[config.mk]
export PLATFORM = sky130hd
export DESIGN_NAME = i2c_master_arbiter
export DESIGN_NICKNAME = d
export VERILOG_FILES = /design/src/rtl/i2c_master_arbiter.sv
export SDC_FILE = /design/constraint.sdc
export NUM_CORES = 1
export LEC_CHECK = 0
export ABC_CLOCK_PERIOD_IN_PS = 1690
export CAP_MARGIN = 20
export CORE_MARGIN = 2
export CORE_UTILIZATION = 33
export CTS_BUF_LIST = sky130_fd_sc_hd__clkbuf_4 sky130_fd_sc_hd__clkbuf_8 sky130_fd_sc_hd__clkbuf_16
export CTS_CLUSTER_SIZE = 28
export DETAILED_ROUTE_END_ITERATION = 8
export PLACE_DENSITY = 0.69
export SYNTH_ARGS = -nofsm -noshare
export SYNTH_HDL_FRONTEND = slang
export SYNTH_SLANG_ARGS = --single-unit
[constraint.sdc]
create_clock -name clk -period 1.69 [get_ports clk]
set_clock_uncertainty 0.1 [all_clocks]
set_input_delay 0.2535 -clock clk [delete_from_list [all_inputs] [get_ports clk]]
set_output_delay 0.2535 -clock clk [all_outputs]
set_load 0.03 [all_outputs]
[src/rtl/i2c_master_arbiter.sv]
// Two-requester round-robin arbiter in front of an I2C master controller.
// Issues one start per transaction and supports locked repeated-START chains.
module i2c_master_arbiter #(
  parameter int START_TIMEOUT = 255,
  parameter int ADDR_W        = 8
) (
  input  logic              clk,
  input  logic              reset,
  input  logic              req0,
  input  logic              req1,
  input  logic [ADDR_W-1:0] addr_rw0,
  input  logic [ADDR_W-1:0] addr_rw1,
  input  logic              lock0,
  input  logic              lock1,
  output logic              gnt0,
  output logic              gnt1,
  output logic              done0,
  output logic              done1,
  output logic              err0,
  output logic              err1,
  output logic              start,
  output logic [ADDR_W-1:0] address_rw,
  output logic              Sr,
  input  logic              busy
);

  typedef enum logic [2:0] {IDLE, ISSUE, WAIT_BUSY, WAIT_DONE, FINISH} state_t;

  localparam logic [7:0] TIMEOUT_LAST = 8'(START_TIMEOUT - 1);

  state_t            state_r, state_s;
  logic [1:0]        gnt_r, gnt_s;
  logic [1:0]        done_r, done_s;
  logic [1:0]        err_r, err_s;
  logic              owner_r, owner_s;
  logic              last_r, last_s;
  logic              start_r, start_s;
  logic              sr_r, sr_s;
  logic [ADDR_W-1:0] addr_r, addr_s;
  logic [7:0]        cnt_r, cnt_s;
  logic              winner_s;
  logic              owner_req_s;
  logic              owner_lock_s;
  logic [ADDR_W-1:0] owner_addr_s;

  function automatic logic [1:0] onehot2(input logic sel);
    onehot2 = sel ? 2'b10 : 2'b01;
  endfunction

  // Round-robin winner and current-owner input selection
  always_comb begin
    if (req0 && req1) begin
      winner_s = ~last_r;
    end else begin
      winner_s = req1;
    end
    owner_req_s  = owner_r ? req1 : req0;
    owner_lock_s = owner_r ? lock1 : lock0;
    owner_addr_s = owner_r ? addr_rw1 : addr_rw0;
  end

  // Next-state and next-output logic
  always_comb begin
    state_s = state_r;
    gnt_s   = gnt_r;
    owner_s = owner_r;
    last_s  = last_r;
    start_s = 1'b0;
    sr_s    = sr_r;
    addr_s  = addr_r;
    done_s  = 2'b00;
    err_s   = 2'b00;
    cnt_s   = cnt_r;
    case (state_r)
      IDLE: begin
        if (req0 || req1) begin
          state_s = ISSUE;
          owner_s = winner_s;
          gnt_s   = onehot2(winner_s);
          addr_s  = winner_s ? addr_rw1 : addr_rw0;
          start_s = 1'b1;
          sr_s    = 1'b0;
        end else begin
          gnt_s = 2'b00;
        end
      end
      ISSUE: begin
        state_s = WAIT_BUSY;
        cnt_s   = 8'd0;
      end
      WAIT_BUSY: begin
        if (busy) begin
          state_s = WAIT_DONE;
          cnt_s   = 8'd0;
        end else if (cnt_r >= TIMEOUT_LAST) begin
          // Controller never acknowledged: release the bus and report
          state_s = IDLE;
          gnt_s   = 2'b00;
          err_s   = onehot2(owner_r);
          cnt_s   = 8'd0;
        end else begin
          cnt_s = cnt_r + 8'd1;
        end
      end
      WAIT_DONE: begin
        if (!busy) begin
          state_s = FINISH;
        end else begin
          state_s = WAIT_DONE;
        end
      end
      FINISH: begin
        done_s = onehot2(owner_r);
        last_s = owner_r;
        if (owner_lock_s && owner_req_s) begin
          state_s = ISSUE;
          addr_s  = owner_addr_s;
          start_s = 1'b1;
          sr_s    = 1'b1;
        end else begin
          state_s = IDLE;
          gnt_s   = 2'b00;
        end
      end
      default: begin
        state_s = IDLE;
        gnt_s   = 2'b00;
      end
    endcase
  end

  // State and registered-output update
  always_ff @(posedge clk or negedge reset) begin
    if (!reset) begin
      state_r <= IDLE;
      gnt_r   <= 2'b00;
      owner_r <= 1'b0;
      last_r  <= 1'b1;
      start_r <= 1'b0;
      sr_r    <= 1'b0;
      addr_r  <= '0;
      done_r  <= 2'b00;
      err_r   <= 2'b00;
      cnt_r   <= 8'd0;
    end else begin
      state_r <= state_s;
      gnt_r   <= gnt_s;
      owner_r <= owner_s;
      last_r  <= last_s;
      start_r <= start_s;
      sr_r    <= sr_s;
      addr_r  <= addr_s;
      done_r  <= done_s;
      err_r   <= err_s;
      cnt_r   <= cnt_s;
    end
  end

  assign gnt0       = gnt_r[0];
  assign gnt1       = gnt_r[1];
  assign done0      = done_r[0];
  assign done1      = done_r[1];
  assign err0       = err_r[0];
  assign err1       = err_r[1];
  assign start      = start_r;
  assign Sr         = sr_r;
  assign address_rw = addr_r;

endmodule

* After elaboration in Yosys (flattened, before gate mapping)
Index checks and enable logic that the tools add are counted.
** Storage, ports and cells
- Memories kept :: 0
- ROM bits :: 0
- Bits in latches :: 0
- Bits of input ports :: 23
- Bits in writable memories :: 0
- Flip-flop bits (word level) :: 29
- Output and inout bits :: 16
** Operators by class
- Muxes and demuxes :: 34
- Equal/unequal tests :: 10
- Shift operators :: 0
- Reductions and logical operators :: 11
- $add $sub $neg :: 1
- Multiply operators :: 0
- Div/mod/pow operators :: 0
- Bitwise gates (word level) :: 2
- $lt $le $gt $ge :: 1
** Operators by type and width (count)
- 2-to-1 mux 8 bit :: 6
- one-hot mux 8 bit (2 select lines) :: 2
- 2-to-1 mux 2 bit :: 10
- one-hot mux 3 bit (5 select lines) :: 1
- 2-to-1 mux 3 bit :: 4
- != test 2 bit (second input constant) :: 5
- adder 8 x 1 -> 8 bit (second input constant) :: 1
- greater-or-equal comparator 8 bit (second input constant) :: 1
- 2-to-1 mux 1 bit :: 8
- one-hot mux 2 bit (4 select lines) :: 1
- equality test 3 x 2 -> 1 bit (second input constant) :: 2
- one-hot mux 1 bit (2 select lines) :: 2
- AND reduction 2 bit :: 2
- AND reduction 4 bit :: 1
- nonzero test 2 bit :: 2
- equality test 3 x 1 -> 1 bit (second input constant) :: 1
- equality test 3 bit (second input constant) :: 1
- logical NOT 3 bit :: 1
- != test 3 bit (second input constant) :: 1
- AND reduction 3 bit :: 1
- logical AND 1 bit :: 2
- inverter 1 bit :: 2
- OR reduction 2 bit :: 1
- logical OR 1 bit :: 1

* Depth between registers and ports, before layout
- Depth after elaboration :: 5
- Gate-level depth with buffers :: 6
- Depth with buffers taken out :: 6

* Worst setup path before layout
Ideal clock, no wire load.
- Path kind :: register to register
- From :: register state_r[0]
- To :: register addr_r[0], in the netlist address_rw[0]
- Cell stages (with the launch flop) :: 5
- Clock period less this slack :: 1.839 ns
- Slack :: -0.149 ns
- Buffers on the path :: 0
- Data arrival time :: 1.615 ns
- Path through :: dfrtp_1 > or3b_4 > a21oi_4 > mux2_1 > mux2_2
** On the way
- Cells in the longest elaborated chain, start to end :: 3
- Elaborated cells between the ends (all ways) :: 7
- Classes of those cells :: eq/ne: 3; mux: 1; reduce/logical: 3
** RTL lines
- start: declaration :: line 31 : state_t state_r, state_s;
- start signal: assignment :: line 146 : state_r <= state_s;
- equality test 3 bit or logical NOT 3 bit (tied branches) :: line 74 : case (state_r)
- != test 2 bit (no source line) or nonzero test 2 bit (tied branches)
- AND reduction 3 bit (no source line)
- end signal: assignment :: line 152 : addr_r <= addr_s;
- end: declaration :: line 39 : logic [ADDR_W-1:0] addr_r, addr_s;
Parallel ways exist; a longest one is shown, timed or not.
A chain may end at the register's enable or synchronous reset.

* Worst setup path after layout
- From :: register state_r[2]
- To :: register addr_r[6], in the netlist address_rw[6]
Same word-level chain as after synthesis.

==> impl_metrics.ini <==
[yosys]
synthTopCellsByCount = sky130_fd_sc_hd__dfrtp_1 (28), sky130_fd_sc_hd__nor2_1 (14), sky130_fd_sc_hd__mux2i_1 (8), sky130_fd_sc_hd__o21ai_0 (7), sky130_fd_sc_hd__nand3_1 (6)
synthCells = 126
yosys_register_bits = 29
synth_fp_nets = 151
synth.top_cell.area_share_pct = 48.2
synthDistinctLibCells = 40
synth.most_common_cell = sky130_fd_sc_hd__dfrtp_1
portion_of_the_post_synthesis_area_used_by_sequential_elements_pct = 50.0
synth_area_leader_cell = sky130_fd_sc_hd__dfrtp_1
synth_enable_flop_cells = 0
ys_async_sr_fraction_pct = 100
synth_area_sq_um = 1450
synth_top_cells_by_area = sky130_fd_sc_hd__dfrtp_1 (48%), sky130_fd_sc_hd__mux2i_1 (5.5%), sky130_fd_sc_hd__nor2_1 (3.6%), sky130_fd_sc_hd__mux2_1 (3.1%), sky130_fd_sc_hd__mux2_2 (3.1%)
synth_warnings = 0
ys_dominant_reg_cell = sky130_fd_sc_hd__dfrtp_1
post_synth.cell_area_avg_sq_um = 11.5

[timing]
finalSetupViolations = 4
final-hold-violation-count = 0
setup_repair_after_global_routing_missed_its_margin = yes
period_share_pct = 108
tightest_slew_ps = 452
fin_setup_tns_ps = -517
postLayoutSetupSlackWorst_ps = -137
final_max_slew_viol_count = 0
fmax_mhz = 547
period_needed_ps = 1830
worst_case_headroom_to_the_max_slew_limit_pct = 69.7

[placed_design]
dpl_cell_area_sq_um = 2050
detailedPlacementHpwl_microns = 2600
place.gp.congestion = 0.856
dp.cells = 235
buffer_ports.inserted = 38

[critical_path]
worstPathArrival_ps = 1890
largest_stage_delay_on_the_critical_path_ps = 420
endpoint_kind = flop
cp_data_required_time_ps = 1750
critPathSlowestCell = sky130_fd_sc_hd__or3b_4
critical_path_peak_fanout = 4
timing_worst_setup_path_type = flop to flop
bufs_and_invs_on_worst_path = 0
category_of_cells_accounting_for_the_largest_share_of_critical_path_delay = multiplexers
crit_path_cell_trace = or3b_4 -> a21oi_4 -> mux2_1 -> mux2_2
start_kind = flop

[global_route]
gr-usage-all-layers_pct = 16.0
grt_overflow = 0
grt_start_max_net_pins = 30
first_global_vias = 1363
grt_first_pass_wirelength_microns = 6290
grt_antenna_before_repair = 0

[power_and_ir_drop]
netSwitchingFraction_pct = 38.3
total_switching_power_w = 0.00133
sequential_fraction_of_design_power_pct = 30.0
cellLeakagePower_nw = 1.06
power_density_nw_per_um2 = 1570
power_report.internal_total_w = 0.00215
comb_power_share_pct = 51.9
vdd_ir_drop_max_mv = 1.05
p_total_w = 0.00348
clkPwrFrac_pct = 18.1

[cells_and_area]
final_cells = 245
num-nets-final = 217
final_design_area_no_fill_sq_um = 2220
n_antenna_cell = 0
syn_to_final_growth_pct = 52.6
n_fill_cell = 382
fraction_of_final_layout_cells_with_drive_strength_greater_than_1_pct = 28.0

[outcome]
status = complete, but fails checks
violations = negative setup slack

[cts]
insertion_delay_ps = 280
cts_max_level = 2
tritoncts = built
postCtsHoldBufs = 0
clk_pin_slew_ps = 70
cts_root_buffer = sky130_fd_sc_hd__clkbuf_8
cts_inserted_buffers = 5
clock_sinks = 29
cts.path.max_buffers = 2

[detailed_routing]
detail_route.iter0.violations = 48
finalWirelength_microns = 3670
remaining_design_rule_violation_count = 0
final_antenna_net_count = 0
number_of_detailed_route_iterations_in_the_first_pass = 4
drt_via_density = 5.13
routed-via-count = 1257
post_drt_wl_per_cell_microns = 15.0

[hold_path]
hold_path.class = input port to async pin

[die]
dieWidth_microns = 70.3
ios = 39
dieHeight_microns = 70.3
initial_core_util_pct = 33.8
placeableCoreArea_sq_um = 4290
die_ar_sq_um = 4950
rows = 24

[flow_run]
maxCapViolCount = 0
cell usage in the layout, fill, tap and decap left out, types with 2 or more instances in the layout:
cell	synthesis	final
sky130_fd_sc_hd__dfrtp_1	28	28
sky130_fd_sc_hd__mux2i_1	8	8
sky130_fd_sc_hd__clkbuf_8	0	6
sky130_fd_sc_hd__inv_1	4	4
sky130_fd_sc_hd__o221ai_2	1	2
sky130_fd_sc_hd__a22o_1	2	2
sky130_fd_sc_hd__dlymetal6s2s_1	0	9
sky130_fd_sc_hd__nand3_1	6	6
sky130_fd_sc_hd__nor3_2	0	2
sky130_fd_sc_hd__nor3_1	5	3
sky130_fd_sc_hd__o21ai_0	7	5
sky130_fd_sc_hd__clkbuf_4	0	2
sky130_fd_sc_hd__ha_1	2	2
sky130_fd_sc_hd__nor2_2	0	3
sky130_fd_sc_hd__o21ai_1	1	3
sky130_fd_sc_hd__nor4b_2	2	2
sky130_fd_sc_hd__and3_1	2	2
sky130_fd_sc_hd__clkdlybuf4s50_1	0	29
sky130_fd_sc_hd__mux2_2	4	4
sky130_fd_sc_hd__xnor2_1	5	5
sky130_fd_sc_hd__mux2_1	4	4
sky130_fd_sc_hd__buf_4	0	23
sky130_fd_sc_hd__nand2_1	3	3
sky130_fd_sc_hd__o221ai_1	4	3
sky130_fd_sc_hd__nor2_1	14	11
timing repair:
| action | CTS | global route |
|---|---|---|
| buffers inserted | 1 | 0 |
| cloned | 0 | 1 |
| endpoints found under the hold margin | 0 | 0 |
| pin swaps | 0 | 3 |
| setup endpoints to repair | 8 | 31 |
| gates resized for setup | 1 | 18 |
path summary, 6_finish.rpt:
kind                       startpoint       endpoint  slack, ps  depth (start not counted)
setup / recovery           state_r[2]  address_rw[6]       -140                          4
hold / removal                  reset     state_r[2]        260                          2
setup reg to reg           state_r[2]  address_rw[6]       -140                          4
hold reg to reg              gnt_r[1]       gnt_r[1]        400                          1
max in group asynchronous       reset         last_r        910                          2
min in group clk             gnt_r[1]       gnt_r[1]        400                          1
per-layer routing:
layer  GRT usage (%)  wire (microns)  vias up
met2            27.3            1850       35
met5               0               0        -
li1                -               -      596
met1            19.0            1630      620
met3            4.91             136        6
met4            5.34              55        0
power by group through the flow:
stage | logic, W | clock network [W] | registers (W)
6_report | 0.00181 | 0.000630 | 0.00104
3_5_place_dp | 0.00177 | 0 | 0.00106
4_1_cts | 0.00179 | 0.000647 | 0.00105
3_3_place_gp | 0.00173 | 0 | 0.00105
5_1_grt | 0.00195 | 0.000690 | 0.00107
2_1_floorplan | 0.000691 | 0 | 0.00135
sequential cells by signal, indices dropped and copies added, names as in the netlist:
name        cells
state_r         3
address_rw      8
done_r          2
gnt_r           2
last_r          1
owner_r         1
cnt_r           8
err_r           2
Sr              1
start           1
worst register-to-register path: stages, from the launching register on:
cell,delay [ps]
sky130_fd_sc_hd__dfrtp_1,390
sky130_fd_sc_hd__or3b_4,420
sky130_fd_sc_hd__a21oi_4,200
sky130_fd_sc_hd__mux2_1,330
sky130_fd_sc_hd__mux2_2,270
metrics by stage:
stage               setup slack [ps]  util, %  hold slack [ps]
floorplan                       -149        -             -142
global placement                -256     47.7              381
detailed placement              -326     47.7              385
CTS                             -132     50.2              276
global route                    -203     51.6              289
finish                          -137     51.6              260
final cells by class:
class | count | area (sq um) | share of cell area [%]
inverter | 4 | 15.0 | 0.677
sequential | 29 | 727 | 32.8
tap | 52 | 65.1 | 2.93
clock buffer | 8 | 97.6 | 4.40
multi-input combinational | 91 | 737 | 33.2
timing repair buffer | 61 | 576 | 26.0
kinds of logic after synthesis:
kind of cell	synth area share, %
compound gates	14.7
xor+xnor	4.13
fa+ha+maj	1.72
buf+inv	1.98
flops	50.0
mux	11.7
simple gates	15.7
(Power assumes the default switching activity.)
